<file path="src/rtl/riscv_pkg.sv">
// Shared RV32I encoding types: instruction formats, opcode constants, request struct
// and the immediate-fit helper used by the optional range check.
package riscv_pkg;

    typedef enum logic [2:0] {
        FmtR = 3'd0,
        FmtI = 3'd1,
        FmtS = 3'd2,
        FmtB = 3'd3,
        FmtU = 3'd4,
        FmtJ = 3'd5
    } instr_fmt_e;

    localparam logic [6:0] OPC_OP     = 7'b0110011;
    localparam logic [6:0] OPC_OP_IMM = 7'b0010011;
    localparam logic [6:0] OPC_LOAD   = 7'b0000011;
    localparam logic [6:0] OPC_STORE  = 7'b0100011;
    localparam logic [6:0] OPC_BRANCH = 7'b1100011;
    localparam logic [6:0] OPC_LUI    = 7'b0110111;
    localparam logic [6:0] OPC_AUIPC  = 7'b0010111;
    localparam logic [6:0] OPC_JAL    = 7'b1101111;

    typedef struct packed {
        instr_fmt_e  fmt;
        logic [6:0]  opcode;
        logic [4:0]  rd;
        logic [4:0]  rs1;
        logic [4:0]  rs2;
        logic [2:0]  func3;
        logic [6:0]  func7;
        logic [31:0] imm;
    } enc_req_t;

    typedef enum logic {
        StIdle,
        StWrite
    } wr_state_e;

    // True when imm is representable as a signed value of the given bit width.
    function automatic logic imm_fits(input logic [31:0] imm, input int unsigned bits);
        logic [31:0] w_hi;
        w_hi = 32'($signed(imm) >>> (bits - 1));
        return (w_hi == '0) || (w_hi == '1);
    endfunction

endpackage

</file>
<file path="src/rtl/instr_encode_core.sv">
// Combinational RV32I field encoder: request fields -> machine word plus legality flags.
// Define ENC_IMM_CHECK_EN to reject immediates that do not fit their format.
module instr_encode_core
    import riscv_pkg::*;
(
    input  enc_req_t    i_req,
    output logic [31:0] o_word,
    output logic        o_illegal,
    output logic        o_range_err
);

    logic [31:0] w_imm;
    assign w_imm = i_req.imm;

    always_comb begin
        o_word    = '0;
        o_illegal = 1'b0;
        case (i_req.fmt)
            FmtR: begin
                o_illegal = (i_req.opcode != OPC_OP);
                o_word    = {i_req.func7, i_req.rs2, i_req.rs1, i_req.func3, i_req.rd,
                             i_req.opcode};
            end
            FmtI: begin
                o_illegal = (i_req.opcode != OPC_OP_IMM) && (i_req.opcode != OPC_LOAD);
                o_word    = {w_imm[11:0], i_req.rs1, i_req.func3, i_req.rd, i_req.opcode};
            end
            FmtS: begin
                o_illegal = (i_req.opcode != OPC_STORE);
                o_word    = {w_imm[11:5], i_req.rs2, i_req.rs1, i_req.func3, w_imm[4:0],
                             i_req.opcode};
            end
            FmtB: begin
                o_illegal = (i_req.opcode != OPC_BRANCH);
                o_word    = {w_imm[12], w_imm[10:5], i_req.rs2, i_req.rs1, i_req.func3,
                             w_imm[4:1], w_imm[11], i_req.opcode};
            end
            FmtU: begin
                o_illegal = (i_req.opcode != OPC_LUI) && (i_req.opcode != OPC_AUIPC);
                o_word    = {w_imm[31:12], i_req.rd, i_req.opcode};
            end
            FmtJ: begin
                o_illegal = (i_req.opcode != OPC_JAL);
                o_word    = {w_imm[20], w_imm[10:1], w_imm[11], w_imm[19:12], i_req.rd,
                             i_req.opcode};
            end
            default: o_illegal = 1'b1;
        endcase
    end

`ifdef ENC_IMM_CHECK_EN
    logic w_range_bad;

    always_comb begin
        w_range_bad = 1'b0;
        case (i_req.fmt)
            FmtI, FmtS: w_range_bad = !imm_fits(w_imm, 12);
            FmtB:       w_range_bad = !imm_fits(w_imm, 13) || w_imm[0];
            FmtJ:       w_range_bad = !imm_fits(w_imm, 21) || w_imm[0];
            FmtU:       w_range_bad = (w_imm[11:0] != 12'd0);
            default:    w_range_bad = 1'b0;
        endcase
    end

    // An illegal pair is reported as illegal only, never also as a range fault.
    assign o_range_err = w_range_bad && !o_illegal;
`else
    assign o_range_err = 1'b0;
`endif

endmodule

</file>
<file path="src/rtl/instr_encode_writer.sv">
// Encodes RV32I requests into a small FIFO and drains it into imem via a write/ack FSM.
// ENC_IMM_CHECK_EN enables immediate range rejection and the sticky err_range flag.
module instr_encode_writer
    import riscv_pkg::*;
#(
    parameter int unsigned ADDR_W     = 10,
    parameter int unsigned FIFO_DEPTH = 4,
    parameter int unsigned BASE_ADDR  = 0
) (
    input  logic              clk,
    input  logic              rst_n,
    input  logic              i_req_valid,
    output logic              o_req_ready,
    input  logic [2:0]        i_req_fmt,
    input  logic [6:0]        i_req_opcode,
    input  logic [4:0]        i_req_rd,
    input  logic [4:0]        i_req_rs1,
    input  logic [4:0]        i_req_rs2,
    input  logic [2:0]        i_req_func3,
    input  logic [6:0]        i_req_func7,
    input  logic [31:0]       i_req_imm,
    input  logic              i_flush,
    input  logic              i_err_clr,
    output logic              o_imem_we,
    output logic [ADDR_W-1:0] o_imem_addr,
    output logic [31:0]       o_imem_wdata,
    input  logic              i_imem_ack,
    output logic [ADDR_W:0]   o_wr_count,
    output logic              o_err_illegal,
    output logic              o_err_range,
    output logic              o_busy
);

    localparam int unsigned       PtrW     = $clog2(FIFO_DEPTH);
    localparam logic [ADDR_W-1:0] BaseAddr = ADDR_W'(BASE_ADDR);

    enc_req_t    w_req;
    logic [31:0] w_word;
    logic        w_illegal;
    logic        w_range;

    logic [31:0]       r_mem [FIFO_DEPTH];
    logic [PtrW-1:0]   r_wr_ptr;
    logic [PtrW-1:0]   r_rd_ptr;
    logic [PtrW:0]     r_cnt;
    logic [PtrW:0]     w_cnt_nxt;
    logic [ADDR_W-1:0] r_addr;
    logic [ADDR_W:0]   r_wr_count;
    logic              r_err_illegal;
    wr_state_e         r_state;
    wr_state_e         w_state_nxt;

    logic w_full;
    logic w_accept;
    logic w_push;
    logic w_pop;

    assign w_req = '{fmt: instr_fmt_e'(i_req_fmt), opcode: i_req_opcode, rd: i_req_rd,
                     rs1: i_req_rs1, rs2: i_req_rs2, func3: i_req_func3,
                     func7: i_req_func7, imm: i_req_imm};

    instr_encode_core u_core (
        .i_req       (w_req),
        .o_word      (w_word),
        .o_illegal   (w_illegal),
        .o_range_err (w_range)
    );

    assign w_full      = (r_cnt == (PtrW+1)'(FIFO_DEPTH));
    assign o_req_ready = !w_full && !i_flush;
    assign w_accept    = i_req_valid && o_req_ready;
    assign w_push      = w_accept && !w_illegal && !w_range;
    assign w_pop       = (r_state == StWrite) && i_imem_ack;

    always_comb begin
        w_cnt_nxt = r_cnt;
        if (i_flush) begin
            w_cnt_nxt = '0;
        end else begin
            w_cnt_nxt = r_cnt + (PtrW+1)'(w_push) - (PtrW+1)'(w_pop);
        end
    end

    always_comb begin
        w_state_nxt = r_state;
        case (r_state)
            StIdle:  if (w_cnt_nxt != '0) w_state_nxt = StWrite;
            StWrite: if (w_cnt_nxt == '0) w_state_nxt = StIdle;
            default: w_state_nxt = StIdle;
        endcase
    end

    // Address and head only move on pop, so outputs stay stable while waiting for ack.
    assign o_imem_we    = (r_state == StWrite);
    assign o_imem_addr  = r_addr;
    assign o_imem_wdata = o_imem_we ? r_mem[r_rd_ptr] : '0;
    assign o_wr_count   = r_wr_count;
    assign o_busy       = (r_cnt != '0) || o_imem_we;

    always_ff @(posedge clk or negedge rst_n) begin
        if (!rst_n) begin
            r_state    <= StIdle;
            r_cnt      <= '0;
            r_wr_ptr   <= '0;
            r_rd_ptr   <= '0;
            r_addr     <= BaseAddr;
            r_wr_count <= '0;
            for (int i = 0; i < FIFO_DEPTH; i++) r_mem[i] <= '0;
        end else begin
            r_state <= w_state_nxt;
            r_cnt   <= w_cnt_nxt;
            if (i_flush) begin
                r_wr_ptr   <= '0;
                r_rd_ptr   <= '0;
                r_addr     <= BaseAddr;
                r_wr_count <= '0;
            end else begin
                if (w_push) begin
                    r_mem[r_wr_ptr] <= w_word;
                    r_wr_ptr        <= r_wr_ptr + PtrW'(1);
                end
                if (w_pop) begin
                    r_rd_ptr <= r_rd_ptr + PtrW'(1);
                    r_addr   <= r_addr + ADDR_W'(1);
                    if (r_wr_count != '1) r_wr_count <= r_wr_count + (ADDR_W+1)'(1);
                end
            end
        end
    end

    always_ff @(posedge clk or negedge rst_n) begin
        if (!rst_n) begin
            r_err_illegal <= 1'b0;
        end else if (!i_flush) begin
            if (w_accept && w_illegal) r_err_illegal <= 1'b1;
            else if (i_err_clr)        r_err_illegal <= 1'b0;
        end
    end

    assign o_err_illegal = r_err_illegal;

`ifdef ENC_IMM_CHECK_EN
    logic r_err_range;

    always_ff @(posedge clk or negedge rst_n) begin
        if (!rst_n) begin
            r_err_range <= 1'b0;
        end else if (!i_flush) begin
            if (w_accept && w_range) r_err_range <= 1'b1;
            else if (i_err_clr)      r_err_range <= 1'b0;
        end
    end

    assign o_err_range = r_err_range;
`else
    assign o_err_range = 1'b0;
`endif

endmodule

</file>
<file path="config.mk">
export PLATFORM = sky130hd
export DESIGN_NAME = instr_encode_writer
export DESIGN_NICKNAME = d
export VERILOG_FILES = /design/src/rtl/riscv_pkg.sv /design/src/rtl/instr_encode_core.sv /design/src/rtl/instr_encode_writer.sv
export SDC_FILE = /design/constraint.sdc
export NUM_CORES = 1
export LEC_CHECK = 0
export ABC_AREA = 0
export BUFFER_PORTS_ARGS = -buffer_cell sky130_fd_sc_hd__clkbuf_2
export CORE_UTILIZATION = 52
export DETAILED_ROUTE_END_ITERATION = 8
export PLACE_DENSITY = 0.76
export SLEW_MARGIN = 20
export SYNTH_ARGS = -nofsm -noshare
export SYNTH_HDL_FRONTEND = slang
export SYNTH_SLANG_ARGS = --single-unit
</file>
<file path="constraint.sdc">
create_clock -name clk -period 2.99 [get_ports clk]
set_clock_uncertainty 0.05 [all_clocks]
set_input_delay 0.897 -clock clk [delete_from_list [all_inputs] [get_ports clk]]
set_output_delay 0.897 -clock clk [all_outputs]
set_load 0.005 [all_outputs]
</file>
==> flow_summary.toml <==
[yosys]
synth_nets = 720
synth_edf_count = 0
syn_area_um2 = 8533
synth_top_area_share_pct = 46.33
synth.area.top_cells = "dfrtp_1 (46%), mux2_4 (20%), mux4_2 (8.4%)"
synth_top_area_cell = "dfrtp_1"
synth_warnings = 0
seq_area_frac_synth_pct = 46.33
synthesis.instances = 636
synth_async_sr_flop_share_pct = 100.0
ys_types = 47
avgSynthCellArea_um2 = 13.42
ys.flop_type = "dfrtp_1"
ys_ff_latch = 158

[cells_and_area]
synthToLayoutAreaGrowth_pct = 24.33
n_antenna_cell = 0
drive_above_1_share_pct = 48.90
final_nets = 889

[sta]
finalMaxSlewViolations = 0
rsz0062_at_grt = "yes"
worst_pin_slew_ps = 1053
fin_crit_sh_pct = 119.1
holdWs_ps = 314.8
fin_tns_setup_ps = -1215
finalSetupViolCount = 11
period_needed_ps = 3562
hold_viol_final = 0
slew_headroom_pct = 29.67
fin_ws_ps = -572.2
fmax_mhz = 280.7

[setup_path]
crit_chain = "buf_6 > nor2b_4 > and2_4 > ha_4 > or3b_4 > nor4_4 > or4_4 > nand3_4 > ha_4 > inv_2 > ha_4 > fa_2 > xnor2_1 > nor2_1 > or3_1"
start_kind = "primary input"
critPathCaptureType = "register"
path_class = "in2reg"
cp_num_buf_inv = 2
crit_required_ps = 3250
worstPathMaxFanout = 3
critical_path.top_delay_family = "simple AND/OR/NAND/NOR gates"
slowest_stage = "or3b_4"
worst_ep_arrival_time_ps = 3820
crit_top_cell = "ha_4"
cp_slowest_stage_delay_ps = 440

[clock_network]
clock-sinks = 158
cts-buffers-inserted = 17
cts_buffer_depth = 2
clk_latency_ps = 430
cts_tree = "built"
clock-root-buffer = "clkbuf_16"
cts_hold_buffers = 0
path_clk_slew_ps = 60
htreeDepth = 4

[global_route]
antenna_found_initial = 0
grt_usage_pct = 26.41
grt_pass1_wl_um = 33060
grt_overflow = 0
grt_max_degree = 50
grt_pass1_vias = 6173

[power_and_ir_drop]
p_per_area_nw_per_um2 = 663.5
ir_drop_mv = 0.4911
cellLeakagePower_uw = 0.005398

[detailed_routing]
routed-via-count = 6061
drt_iter0_markers = 416
drc = 0
totalWireLength_um = 22860
ant_nets = 0
wl_per_cell_um = 22.11
viasPerCell = 5.862
first_pass_iters = 5

[flow_run]
maxCapViolations = 0

[placed_design]
place_congestion = 0.8486
hpwl_um = 13830
dpl_worst_slack_ps = -1183
port-buffer-count = 129

[floorplan]
die_x_um = 130.1
io-pin-count = 131
initial_core_util_pct = 53.52
die_y_um = 130.1
design.die.area_um2 = 16930
core-area_um2 = 15940
rows = 46

[status]
status = "finished, violations left"
violations = "setup timing"

[hold_path]
hp-class = "in2async"
## path summary, 6_finish.rpt
kind,from,end,slack (ps),cells past startpoint
worst max register to register,r_cnt[0],o_imem_we,410,10
min in group clk,r_mem[33],r_mem[33],420,1
worst min-delay path,rst_n,r_mem[113],310,1
worst max-delay path,i_req_fmt[1],o_imem_we,-570,15
max in group asynchronous,rst_n,r_mem[103],1860,2
worst min register to register,r_mem[33],r_mem[33],420,1
## repair_timing
action | CTS | global route
resized for setup | 7 | 6
gates cloned | 0 | 8
pin swaps | 10 | 1
setup buffers | 13 | 3
setup endpoints to repair | 149 | 96
## cell type report
cell class,count,area [um^2]
Clock buffer,21,480.5
Fill cell,1124,5334
Inverter,20,75.07
Multi-Input combinational cell,417,4363
Tap cell,216,270.3
Clock inverter,11,152.6
Sequential cell,158,3958
Timing Repair Buffer,191,1310
## state kept, by name, summed over array words and instances (netlist names)
signal	count
r_mem	128
o_wr_count	11
o_imem_addr	10
o_imem_we	1
r_cnt	3
r_rd_ptr	2
r_wr_ptr	2
o_err_illegal	1
## cell usage after synthesis (all sizes together), types with 9 or more instances
library cell / count
buf: 23
dfrtp: 158
and2: 36
inv: 20
nand2: 26
mux2: 122
a22o: 9
nor2: 35
o21ai: 21
ha: 10
xnor2: 11
a21oi: 21
nand2b: 9
nand4: 9
clkbuf: 18
mux2i: 9
mux4: 32
## report_power, final
group          internal [uW]  switching [uW]
registers               2450             236
logic                   1160             870
clock network           1410             908
## cell usage in the layout, fill, tap and decap left out, types with 26 or more instances in the layout
| cell | instances |
|---|---|
| dfrtp_1 | 157 |
| nor2_1 | 35 |
| clkbuf_2 | 126 |
| nand2_1 | 26 |
| and2_1 | 35 |
| mux4_2 | 32 |
| buf_4 | 45 |
| mux2_4 | 112 |
## cell families after synthesis
kind of cell,Yosys count,synth area share [%]
mux,163,30.53
fa+ha+maj,11,1.701
other cells,1,0.04395
flops,158,46.33
simple gates,155,10.37
xor+xnor,18,1.847
compound gates,69,5.073
buf+inv,61,4.106
## metrics by stage
| step | total power (uW) | utilization (%) | std cells | instance area, um^2 |
|---|---|---|---|---|
| floorplan | 3932 | - | 636 | 8660 |
| global placement | 4551 | 60.67 | 981 | 9673 |
| detailed placement | 4640 | 60.67 | 981 | 9673 |
| CTS | 7019 | 65.41 | 1024 | 10430 |
| global route | 7333 | 66.54 | 1034 | 10610 |
| finish | 7039 | 66.54 | 1034 | 10610 |
## metal layers
layer	track usage (%)	wire length, um	share of wire, %	vias up
li1	-	-	-	2616
met4	10.05	410	1.8	0
met3	6.068	1429	6.3	28
met1	33.48	9339	41	3149
met2	44.15	11680	51	268
met5	0	0	0	-
(Power assumes the default switching activity.)
